==> src/rtl/gps_ca_code_gen_pkg.sv <==
// Shared constants for the GPS L1 C/A code generator.
//   - LFSR width, code length and G1/G2 feedback tap masks
//   - PRN -> (s1,s2) G2 phase-select tap table (ICD-GPS-200, PRN 1..32)
//   - chip combining helper
// Tap masks: bit (k-1) set means stage k feeds the XOR feedback.
package gps_ca_code_gen_pkg;

  localparam int LFSR_W     = 10;
  localparam int CHIP_COUNT = 1023;

  // G1 = 1 + x^3 + x^10 -> stages 3,10
  localparam logic [LFSR_W-1:0] G1_TAPS = 10'h204;
  // G2 = 1 + x^2 + x^3 + x^6 + x^8 + x^9 + x^10 -> stages 2,3,6,8,9,10
  localparam logic [LFSR_W-1:0] G2_TAPS = 10'h3A6;

  typedef struct packed {
    logic [3:0] s1;
    logic [3:0] s2;
  } tap_pair_t;

  function automatic tap_pair_t prn_taps(input logic [5:0] prn);
    tap_pair_t t;
    case (prn)
      6'd1:    t = {4'd2, 4'd6};
      6'd2:    t = {4'd3, 4'd7};
      6'd3:    t = {4'd4, 4'd8};
      6'd4:    t = {4'd5, 4'd9};
      6'd5:    t = {4'd1, 4'd9};
      6'd6:    t = {4'd2, 4'd10};
      6'd7:    t = {4'd1, 4'd8};
      6'd8:    t = {4'd2, 4'd9};
      6'd9:    t = {4'd3, 4'd10};
      6'd10:   t = {4'd2, 4'd3};
      6'd11:   t = {4'd3, 4'd4};
      6'd12:   t = {4'd5, 4'd6};
      6'd13:   t = {4'd6, 4'd7};
      6'd14:   t = {4'd7, 4'd8};
      6'd15:   t = {4'd8, 4'd9};
      6'd16:   t = {4'd9, 4'd10};
      6'd17:   t = {4'd1, 4'd4};
      6'd18:   t = {4'd2, 4'd5};
      6'd19:   t = {4'd3, 4'd6};
      6'd20:   t = {4'd4, 4'd7};
      6'd21:   t = {4'd5, 4'd8};
      6'd22:   t = {4'd6, 4'd9};
      6'd23:   t = {4'd1, 4'd3};
      6'd24:   t = {4'd4, 4'd6};
      6'd25:   t = {4'd5, 4'd7};
      6'd26:   t = {4'd6, 4'd8};
      6'd27:   t = {4'd7, 4'd9};
      6'd28:   t = {4'd8, 4'd10};
      6'd29:   t = {4'd1, 4'd6};
      6'd30:   t = {4'd2, 4'd7};
      6'd31:   t = {4'd3, 4'd8};
      6'd32:   t = {4'd4, 4'd9};
      default: t = {4'd2, 4'd6};
    endcase
    return t;
  endfunction

  // chip = G1 stage 10 ^ G2 stage s1 ^ G2 stage s2 (stage k lives in bit k-1)
  function automatic logic ca_chip(input logic [LFSR_W-1:0] g1,
                                   input logic [LFSR_W-1:0] g2,
                                   input tap_pair_t         t);
    return g1[LFSR_W-1] ^ g2[t.s1 - 4'd1] ^ g2[t.s2 - 4'd1];
  endfunction

endpackage

==> src/rtl/gps_ca_lfsr10.sv <==
// Generic 10-bit Fibonacci LFSR.
//   clkin     : clock
//   rst       : async active-low reset, loads all ones
//   shift     : advance one step (stage1 <= feedback, stage k+1 <= stage k)
//   load_ones : synchronous preset to all ones, wins over shift
//   state     : register contents, bit k-1 = stage k
module gps_ca_lfsr10
  import gps_ca_code_gen_pkg::*;
#(
  parameter logic [LFSR_W-1:0] TAPS = G1_TAPS
) (
  input  logic              clkin,
  input  logic              rst,
  input  logic              shift,
  input  logic              load_ones,
  output logic [LFSR_W-1:0] state
);

  always_ff @(posedge clkin or negedge rst) begin
    if (!rst) begin
      state <= '1;
    end else if (load_ones) begin
      state <= '1;
    end else if (shift) begin
      state <= {state[LFSR_W-2:0], ^(state & TAPS)};
    end
  end

endmodule

==> src/rtl/gps_ca_code_gen.sv <==
// GPS L1 C/A code generator.
//   clkin    : system clock          rst      : async active-low reset
//   code_clk : chip clock (clkin domain), rising edge = chip advance
//   enable   : run / hold at code start
//   prn_sel  : requested PRN         prn_load : one-cycle load request
//   ca_code  : current chip          chip_stb : new-chip pulse
//   chip_idx : current chip index    epoch    : chip-0 pulse
//   ms_cnt   : epoch count in bit    bit_edge : data-bit boundary pulse
//   prn_err  : sticky, last load was an invalid PRN
module gps_ca_code_gen
  import gps_ca_code_gen_pkg::*;
#(
  parameter int NUM_PRN    = 32,
  parameter int MS_PER_BIT = 20
) (
  input  logic       clkin,
  input  logic       rst,
  input  logic       code_clk,
  input  logic       enable,
  input  logic [5:0] prn_sel,
  input  logic       prn_load,
  output logic       ca_code,
  output logic       chip_stb,
  output logic [9:0] chip_idx,
  output logic       epoch,
  output logic [4:0] ms_cnt,
  output logic       bit_edge,
  output logic       prn_err
);

  localparam logic [9:0] CHIP_LAST = 10'(CHIP_COUNT - 1);
  localparam logic [4:0] MS_LAST   = 5'(MS_PER_BIT - 1);

  logic              code_clk_q;
  logic [9:0]        next_idx;     // index of the chip the next advance presents
  logic [5:0]        active_prn;
  logic [5:0]        pend_prn;
  logic              fresh;        // no epoch presented since enable/reset
  logic [LFSR_W-1:0] g1;
  logic [LFSR_W-1:0] g2;

  logic      adv;
  logic      step;
  logic      at_start;
  logic      at_wrap;
  logic      prn_ok;
  logic [5:0] eff_prn;
  tap_pair_t taps;

  assign adv      = code_clk & ~code_clk_q;
  assign step     = adv & enable;
  assign at_start = (next_idx == 10'd0);
  assign at_wrap  = (next_idx == CHIP_LAST);
  assign prn_ok   = (prn_sel != 6'd0) && (int'(prn_sel) <= NUM_PRN);
  // Chip 0 is generated with the pending PRN so a switch lands exactly on the epoch;
  // the pending register still holds the pre-load value on a coincident load.
  assign eff_prn  = at_start ? pend_prn : active_prn;
  assign taps     = prn_taps(eff_prn);

  gps_ca_lfsr10 #(.TAPS(G1_TAPS)) u_g1 (
    .clkin     (clkin),
    .rst       (rst),
    .shift     (step),
    .load_ones (~enable | (step & at_wrap)),
    .state     (g1)
  );

  gps_ca_lfsr10 #(.TAPS(G2_TAPS)) u_g2 (
    .clkin     (clkin),
    .rst       (rst),
    .shift     (step),
    .load_ones (~enable | (step & at_wrap)),
    .state     (g2)
  );

  always_ff @(posedge clkin or negedge rst) begin
    if (!rst) begin
      code_clk_q <= 1'b0;
      ca_code    <= 1'b0;
      chip_stb   <= 1'b0;
      epoch      <= 1'b0;
      bit_edge   <= 1'b0;
      chip_idx   <= 10'd0;
      next_idx   <= 10'd0;
      ms_cnt     <= 5'd0;
      prn_err    <= 1'b0;
      active_prn <= 6'd1;
      pend_prn   <= 6'd1;
      fresh      <= 1'b1;
    end else begin
      code_clk_q <= code_clk;
      chip_stb   <= 1'b0;
      epoch      <= 1'b0;
      bit_edge   <= 1'b0;

      if (prn_load) begin
        if (prn_ok) begin
          pend_prn <= prn_sel;
          prn_err  <= 1'b0;
        end else begin
          prn_err  <= 1'b1;
        end
      end

      if (!enable) begin
        next_idx   <= 10'd0;
        chip_idx   <= 10'd0;
        ms_cnt     <= 5'd0;
        fresh      <= 1'b1;
        active_prn <= pend_prn;
      end else if (adv) begin
        ca_code  <= ca_chip(g1, g2, taps);
        chip_idx <= next_idx;
        chip_stb <= 1'b1;
        next_idx <= at_wrap ? 10'd0 : next_idx + 10'd1;
        if (at_start) begin
          epoch      <= 1'b1;
          active_prn <= pend_prn;
          fresh      <= 1'b0;
          if (fresh || ms_cnt == MS_LAST) begin
            ms_cnt   <= 5'd0;
            bit_edge <= 1'b1;
          end else begin
            ms_cnt   <= ms_cnt + 5'd1;
          end
        end
      end
    end
  end

endmodule

==> config.mk <==
export PLATFORM = sky130hd
export DESIGN_NAME = gps_ca_code_gen
export DESIGN_NICKNAME = d
export VERILOG_FILES = /design/src/rtl/gps_ca_code_gen_pkg.sv /design/src/rtl/gps_ca_lfsr10.sv /design/src/rtl/gps_ca_code_gen.sv
export SDC_FILE = /design/constraint.sdc
export NUM_CORES = 1
export LEC_CHECK = 0
export BUFFER_PORTS_ARGS = -buffer_cell sky130_fd_sc_hd__buf_2
export CAP_MARGIN = 30
export CORE_MARGIN = 5
export CORE_UTILIZATION = 35
export CTS_CLUSTER_DIAMETER = 150
export DETAILED_ROUTE_END_ITERATION = 12
export GPL_ROUTABILITY_DRIVEN = 0
export PLACE_DENSITY = 0.55
export SLEW_MARGIN = 20
export SYNTH_ARGS = -nofsm -noshare
export SYNTH_HDL_FRONTEND = slang
export SYNTH_SLANG_ARGS = --single-unit
export TNS_END_PERCENT = 10
==> constraint.sdc <==
create_clock -name clkin -period 8.7 [get_ports clkin]
set_input_delay 1.74 -clock clkin [delete_from_list [all_inputs] [get_ports clkin]]
set_output_delay 1.74 -clock clkin [all_outputs]
set_load 0.01 [all_outputs]
Yosys cells after proc, flatten, opt, wreduce, memory -nomap -nowiden
Memories as Yosys holds them, arrays and structs flattened. Cells that the tools add are included.

Flip-flop bits (word level): 64. Bits in read-only memories: 512. Output and inout port bits: 20. Word-level logic and storage cells: 77. Memories: 1.

Memories: (name not given) (depth 64, width 8, read ports 1, clocked after Yosys merged registers in 0, wr ports 0, line gps_ca_code_gen_pkg.sv:23) `case (prn)`.

$add $sub $neg: 4. Magnitude comparators: 3. Equality and inequality tests: 4. Multiplexer cells: 33. Bitwise gates (word level): 8. Reductions and logical operators: 10.

Operators by type and width (count): 2-to-1 mux 10 bit (9); 2-to-1 mux 5 bit (4); parity 10 bit (2); 2-to-1 mux 6 bit (3); 2-to-1 mux 1 bit (15); adder 10 x 1 -> 10 bit, second input constant (1); equality test 10 bit, second input constant (1); zero test 10 bit (1); less-than comparator 4 x 5 -> 1 bit, second input constant (2); binary-select mux 1 bit (select 4 bit) (2); subtractor 4 x 1 -> 4 bit, second input constant (2); less-or-equal comparator 6 bit, second input constant (1); AND reduction 2 bit (3); nonzero test 6 bit (1); adder 5 x 1 -> 5 bit, second input constant (1); equality test 5 bit, second input constant (1); != test 2 x 1 -> 1 bit, second input constant (2); bitwise AND 1 bit (3); NOT 1 bit (2); nonzero test 2 bit (1); bitwise XOR 1 bit (2); logical AND 1 bit (1); logical OR 1 bit (1); bitwise OR 1 bit (1).

Depth between registers and ports, before layout
An unclocked memory read counts as a cell.

Word-level depth: 8. Gate-level depth with buffers: 21. Depth with buffers taken out: 19.

Cells and area by module
From an unflattened synthesis, not the netlist that was laid out.

Cell total of the unflattened synthesis: 489. Area, all modules: 4479.3 µm².

Modules (own cells, without submodules): gps_ca_code_gen (times used 1, cells each 418, area an instance 3575.9 µm², seq. area each 1104.8 µm²); gps_ca_lfsr10 at u_g2 (times used 1, cells each 38, area an instance 476.7 µm², seq. area each 262.8 µm²); gps_ca_lfsr10 at u_g1 (times used 1, cells each 33, area an instance 426.7 µm², seq. area each 262.8 µm²).

Worst setup path after synthesis
OpenSTA, ideal clock, no wires.

Path kind: reg2reg. Start: register next_idx[3]. End: register ca_code. Library setup time: 0.080 ns. Arrival: 4.662 ns. Setup slack: 3.958 ns. Cell stages (with the launch flop): 21. Buffers on the path: 3. Clock period less this slack: 4.742 ns. Path through: dfrtp_1 buf_6 or4_4 nor3_4 buf_2 nand2_1 nand2_1 inv_1 ha_1 a211oi_1 a2111oi_1 a41o_1 or4_1 buf_2 ha_1 inv_1 mux4_2 nand3_1 a311oi_1 a311o_1 o211ai_2.

Cells in the longest elaborated chain, start to end: 8. Elaborated cells on any way between the ends: 11.

RTL lines: from (decl) (line gps_ca_code_gen.sv:35) `logic [9:0] next_idx;`; from (signal assigned) (line gps_ca_code_gen.sv:115) `next_idx <= at_wrap ? 10'd0 : next_idx + 10'd1;`; zero test 10 bit (*) (line gps_ca_code_gen.sv:52) `assign at_start = (next_idx == 10'd0);`; 2-to-1 mux 6 bit (*); memory (64 x 8 bit) (*); subtractor 4 x 1 -> 4 bit (line gps_ca_code_gen_pkg.sv:65) `return g1[LFSR_W-1] ^ g2[t.s1 - 4'd1] ^ g2[t.s2 - 4'd1];`; binary-select mux 1 bit (select 4 bit) (line gps_ca_code_gen_pkg.sv:65); 2-to-1 mux 1 bit (not written as such) (line gps_ca_code_gen_pkg.sv:65); bitwise XOR 1 bit (line gps_ca_code_gen_pkg.sv:65); bitwise XOR 1 bit (*) (line gps_ca_code_gen_pkg.sv:65); to (signal assigned) (line gps_ca_code_gen.sv:112) `ca_code <= ca_chip(g1, g2, taps);`; to (decl) (line gps_ca_code_gen.sv:22) `output logic ca_code,`.

Mark *: on every way between the ends. The rest lies on a longest branch, timed or not. The select of a mux whose other input is x is not followed. A chain may end at the register's enable or synchronous reset.

Final worst setup path
Same ends and word-level chain as after synthesis.

==> flow_metrics.py <==
metrics = {
    "critical_path": {
        "worstSetupStartpointType": "register",
        "critPathKind": "register to register",
        "cpPeakStageDelay_ns": 0.68,
        "reg2reg_slack_ns": 3.41,
        "cp.required_ns": 8.95,
        "r2r-start": "next_idx[3]",
        "worstPathArrival_ns": 5.54,
        "path_cells": "or4_4 -> nor3_4 -> nand2_1 -> nand2_1 -> inv_1 -> ha_1 -> a211oi_1 -> a2111oi_1 -> a41o_1 -> or4_1 -> ha_1 -> inv_1 -> mux4_2 -> nand3_1 -> a311oi_1 -> a311o_1 -> o211ai_2",
        "end_kind": "register",
        "crit_fanout": 18,
        "rr_worst_depth": 17,
        "critPathLaunch": "next_idx[3]",
        "cp-endpoint": "ca_code",
        "cp_slowest_cell": "nor3_4",
        "r2r_end": "ca_code",
    },
    "synthesis": {
        "synth-async-reset-ratio": 1.00,
        "synth_nets": 477,
        "ys_seq_area_frac": 0.384,
        "yosysUniqueCellTypes": 78,
        "synth_commonest_cells": "nand2_1, dfrtp_1, o21ai_0",
        "yosysTopAreaCellShare": 0.242,
        "yosysMostFrequentCell": "nand2_1",
        "synth_ff_type": "dfrtp_1",
        "ys_ff_latch": 64,
        "syn_area_sq_um": 4240,
        "synth.area.top_cells": "dfrtp_1, dfstp_2, nand2_1, ha_1, o21ai_0",
        "syn_area_per_cell_sq_um": 9.34,
        "synth_edf_count": 0,
        "yosysWarnings": 0,
        "yosys.area.top_type": "dfrtp_1",
        "synthCells": 454,
    },
    "flow_run": {
        "drv_cap": 0,
    },
    "floorplanning": {
        "fp-row-count": 40,
        "coreArea_sq_um": 12000,
        "die-area_sq_um": 14400,
        "die_w_microns": 120,
        "start_util": 0.354,
        "ioPinCount": 31,
        "die_h_microns": 120,
    },
    "grt": {
        "overflow": 0,
        "grt_use_met3": 0.0240,
        "grt_pass1_vias": 3581,
        "grt_first_pass_wirelength_microns": 18100,
        "grt_use_total": 0.153,
        "grt_use_met2": 0.233,
        "grt_antenna_before_repair": 0,
        "grt_max_degree": 65,
        "top_usage_layer": "met2",
        "gr-usage-met1": 0.210,
    },
    "drt": {
        "post_drt_wl_per_cell_microns": 16.5,
        "vias": 3550,
        "first_pass_iters": 5,
        "wl_microns": 10300,
        "antenna_left": 0,
        "drt_iter0_drc": 186,
        "vias_per_cell": 5.69,
        "drc": 0,
    },
    "power_and_ir_drop": {
        "powerDensity_nw_per_um2": 209,
        "p_leak_uw": 0.00202,
        "ir_worst_vdd_uv": 140,
    },
    "sta": {
        "hold_viol": 0,
        "skew_ns": 0.00441,
        "fin_crit_ns": 5.29,
        "setup_viol": 0,
        "drv_slew": 0,
        "max-slew-margin-rel": 0.459,
        "fmax_ghz": 0.189,
        "finalCritPeriodShare": 0.608,
        "grt_setup_unrepaired": "false",
        "worst_slew_pin_slew_ns": 0.810,
        "final.setup.tns_ns": 0,
    },
    "clock_network": {
        "numClockSinks": 64,
        "cts_setup_buffers": 0,
        "path_clk_slew_ns": 0.05,
        "numCtsBuffers": 9,
        "clk_path_buf_depth": 2,
        "cts_tree": "yes",
        "ctsHoldBuffers": 0,
        "h-tree-depth": 3,
        "root_buffer": "clkbuf_16",
        "clk_latency_ns": 0.33,
        "postCtsResizedCells": 0,
    },
    "place": {
        "placedCellCount": 608,
        "io_buffers": 30,
        "place_area_sq_um": 4480,
        "dp.final_hpwl_microns": 7440,
    },
    "layout": {
        "fin_util": 0.400,
        "syn_to_final_growth_pct": 13.0,
        "multiInputGateArea_sq_um": 2420,
        "drive_above_1_share": 0.216,
        "finalNonFillerCells": 624,
        "stdcell_area_sq_um": 4790,
        "fillers": 1169,
        "nets": 495,
        "antennaDiodeCount": 0,
        "final-seq-area_sq_um": 1630,
    },
    "min_path": {
        "hp-class": "register to register",
    },
    "outcome": {
        "status": "completed",
    },
}
worst max-delay path: cells and delay by family, from the launching register on:
| kind | cells | cell delay [ns] |
|---|---|---|
| muxes | 1 | 0.49 |
| adders and majority gates | 2 | 0.61 |
| buffers and inverters | 2 | 0.22 |
| and+or+nand+nor | 6 | 2.21 |
| AOI/OAI and AO/OA | 6 | 1.17 |
| DFF | 1 | 0.50 |
area by class of cell:
class	count	share of cell area
Tap cell	147	0.0384
Timing Repair Buffer	32	0.0345
Multi-Input combinational cell	343	0.505
Clock buffer	11	0.0528
Clock inverter	5	0.0115
Inverter	22	0.0172
Sequential cell	64	0.340
through the flow:
step           total power (uW)  setup slack [ns]  hold WS, ns
3_3_place_gp                643              3.65        0.457
4_1_cts                    1010              3.44        0.488
3_5_place_dp                643              3.46        0.478
2_1_floorplan               573              3.96        0.453
6_report                   1000              3.41        0.482
5_1_grt                    1070              2.99        0.521
layout by cell type, fill, tap and decap left out, drive strengths merged, types with 3 or more instances in the layout:
cell / instances
nand2: 63
a21boi: 13
a211oi: 7
mux4: 5
dfstp: 23
o21ai: 31
mux2i: 8
nor3: 11
o22a: 13
a22oi: 4
a211o: 3
mux2: 12
a21oi: 11
and2: 3
dfrtp: 41
ha: 12
xor2: 3
nand4: 10
buf: 32
clkbuf: 11
nor2b: 9
and3: 4
o31ai: 11
nor2: 21
a31oi: 7
o211ai: 7
or4: 3
or3: 4
xnor2: 10
nand3: 12
nand2b: 4
inv: 22
or2: 5
per-layer routing:
metal / up-vias / wire (microns)
met5: - / 0
met2: 96 / 4690
li1: 1711 / -
met1: 1718 / 4790
met4: 0 / 322
met3: 25 / 474
where the power goes:
group / internal (uW) / leakage [uW] / total, uW / switching (uW)
registers: 316 / 0.000786 / 353 / 37.0
clock network: 236 / 0.000148 / 360 / 124
logic: 126 / 0.00109 / 289 / 163
total: 678 / 0.00202 / 1000 / 325
state kept, by name, summed over array words and instances (netlist names):
signal / count
ca_code: 1
next_idx: 10
fresh: 1
pend_prn: 6
u_g1.state: 10
u_g2.state: 10
active_prn: 6
code_clk_q: 1
epoch: 1
chip_stb: 1
bit_edge: 1
chip_idx: 10
prn_err: 1
ms_cnt: 5
how the worst min path moves through the flow:
stage / from / cells after the start / end / slack, ns
6_report: fresh / 2 / fresh / 0.48
5_1_grt: prn_err / 1 / prn_err / 0.52
4_1_cts: fresh / 2 / fresh / 0.49
3_5_place_dp: fresh / 2 / fresh / 0.48
3_3_place_gp: prn_err / 1 / prn_err / 0.46
2_1_floorplan: fresh / 2 / fresh / 0.45
cells by family (layout without fill, tap and decap cells):
logic type / count (synthesis) / in the layout / synth area share
AO/OA/AOI/OAI: 135 / 135 / 0.234
XOR/XNOR: 13 / 13 / 0.0269
adder cells (fa/ha/maj): 12 / 12 / 0.0354
buffers and inverters: 47 / 70 / 0.0449
flip-flops: 64 / 64 / 0.384
multiplexers: 25 / 25 / 0.0773
AND/OR/NAND/NOR: 158 / 158 / 0.197
(Power assumes the default switching activity.)
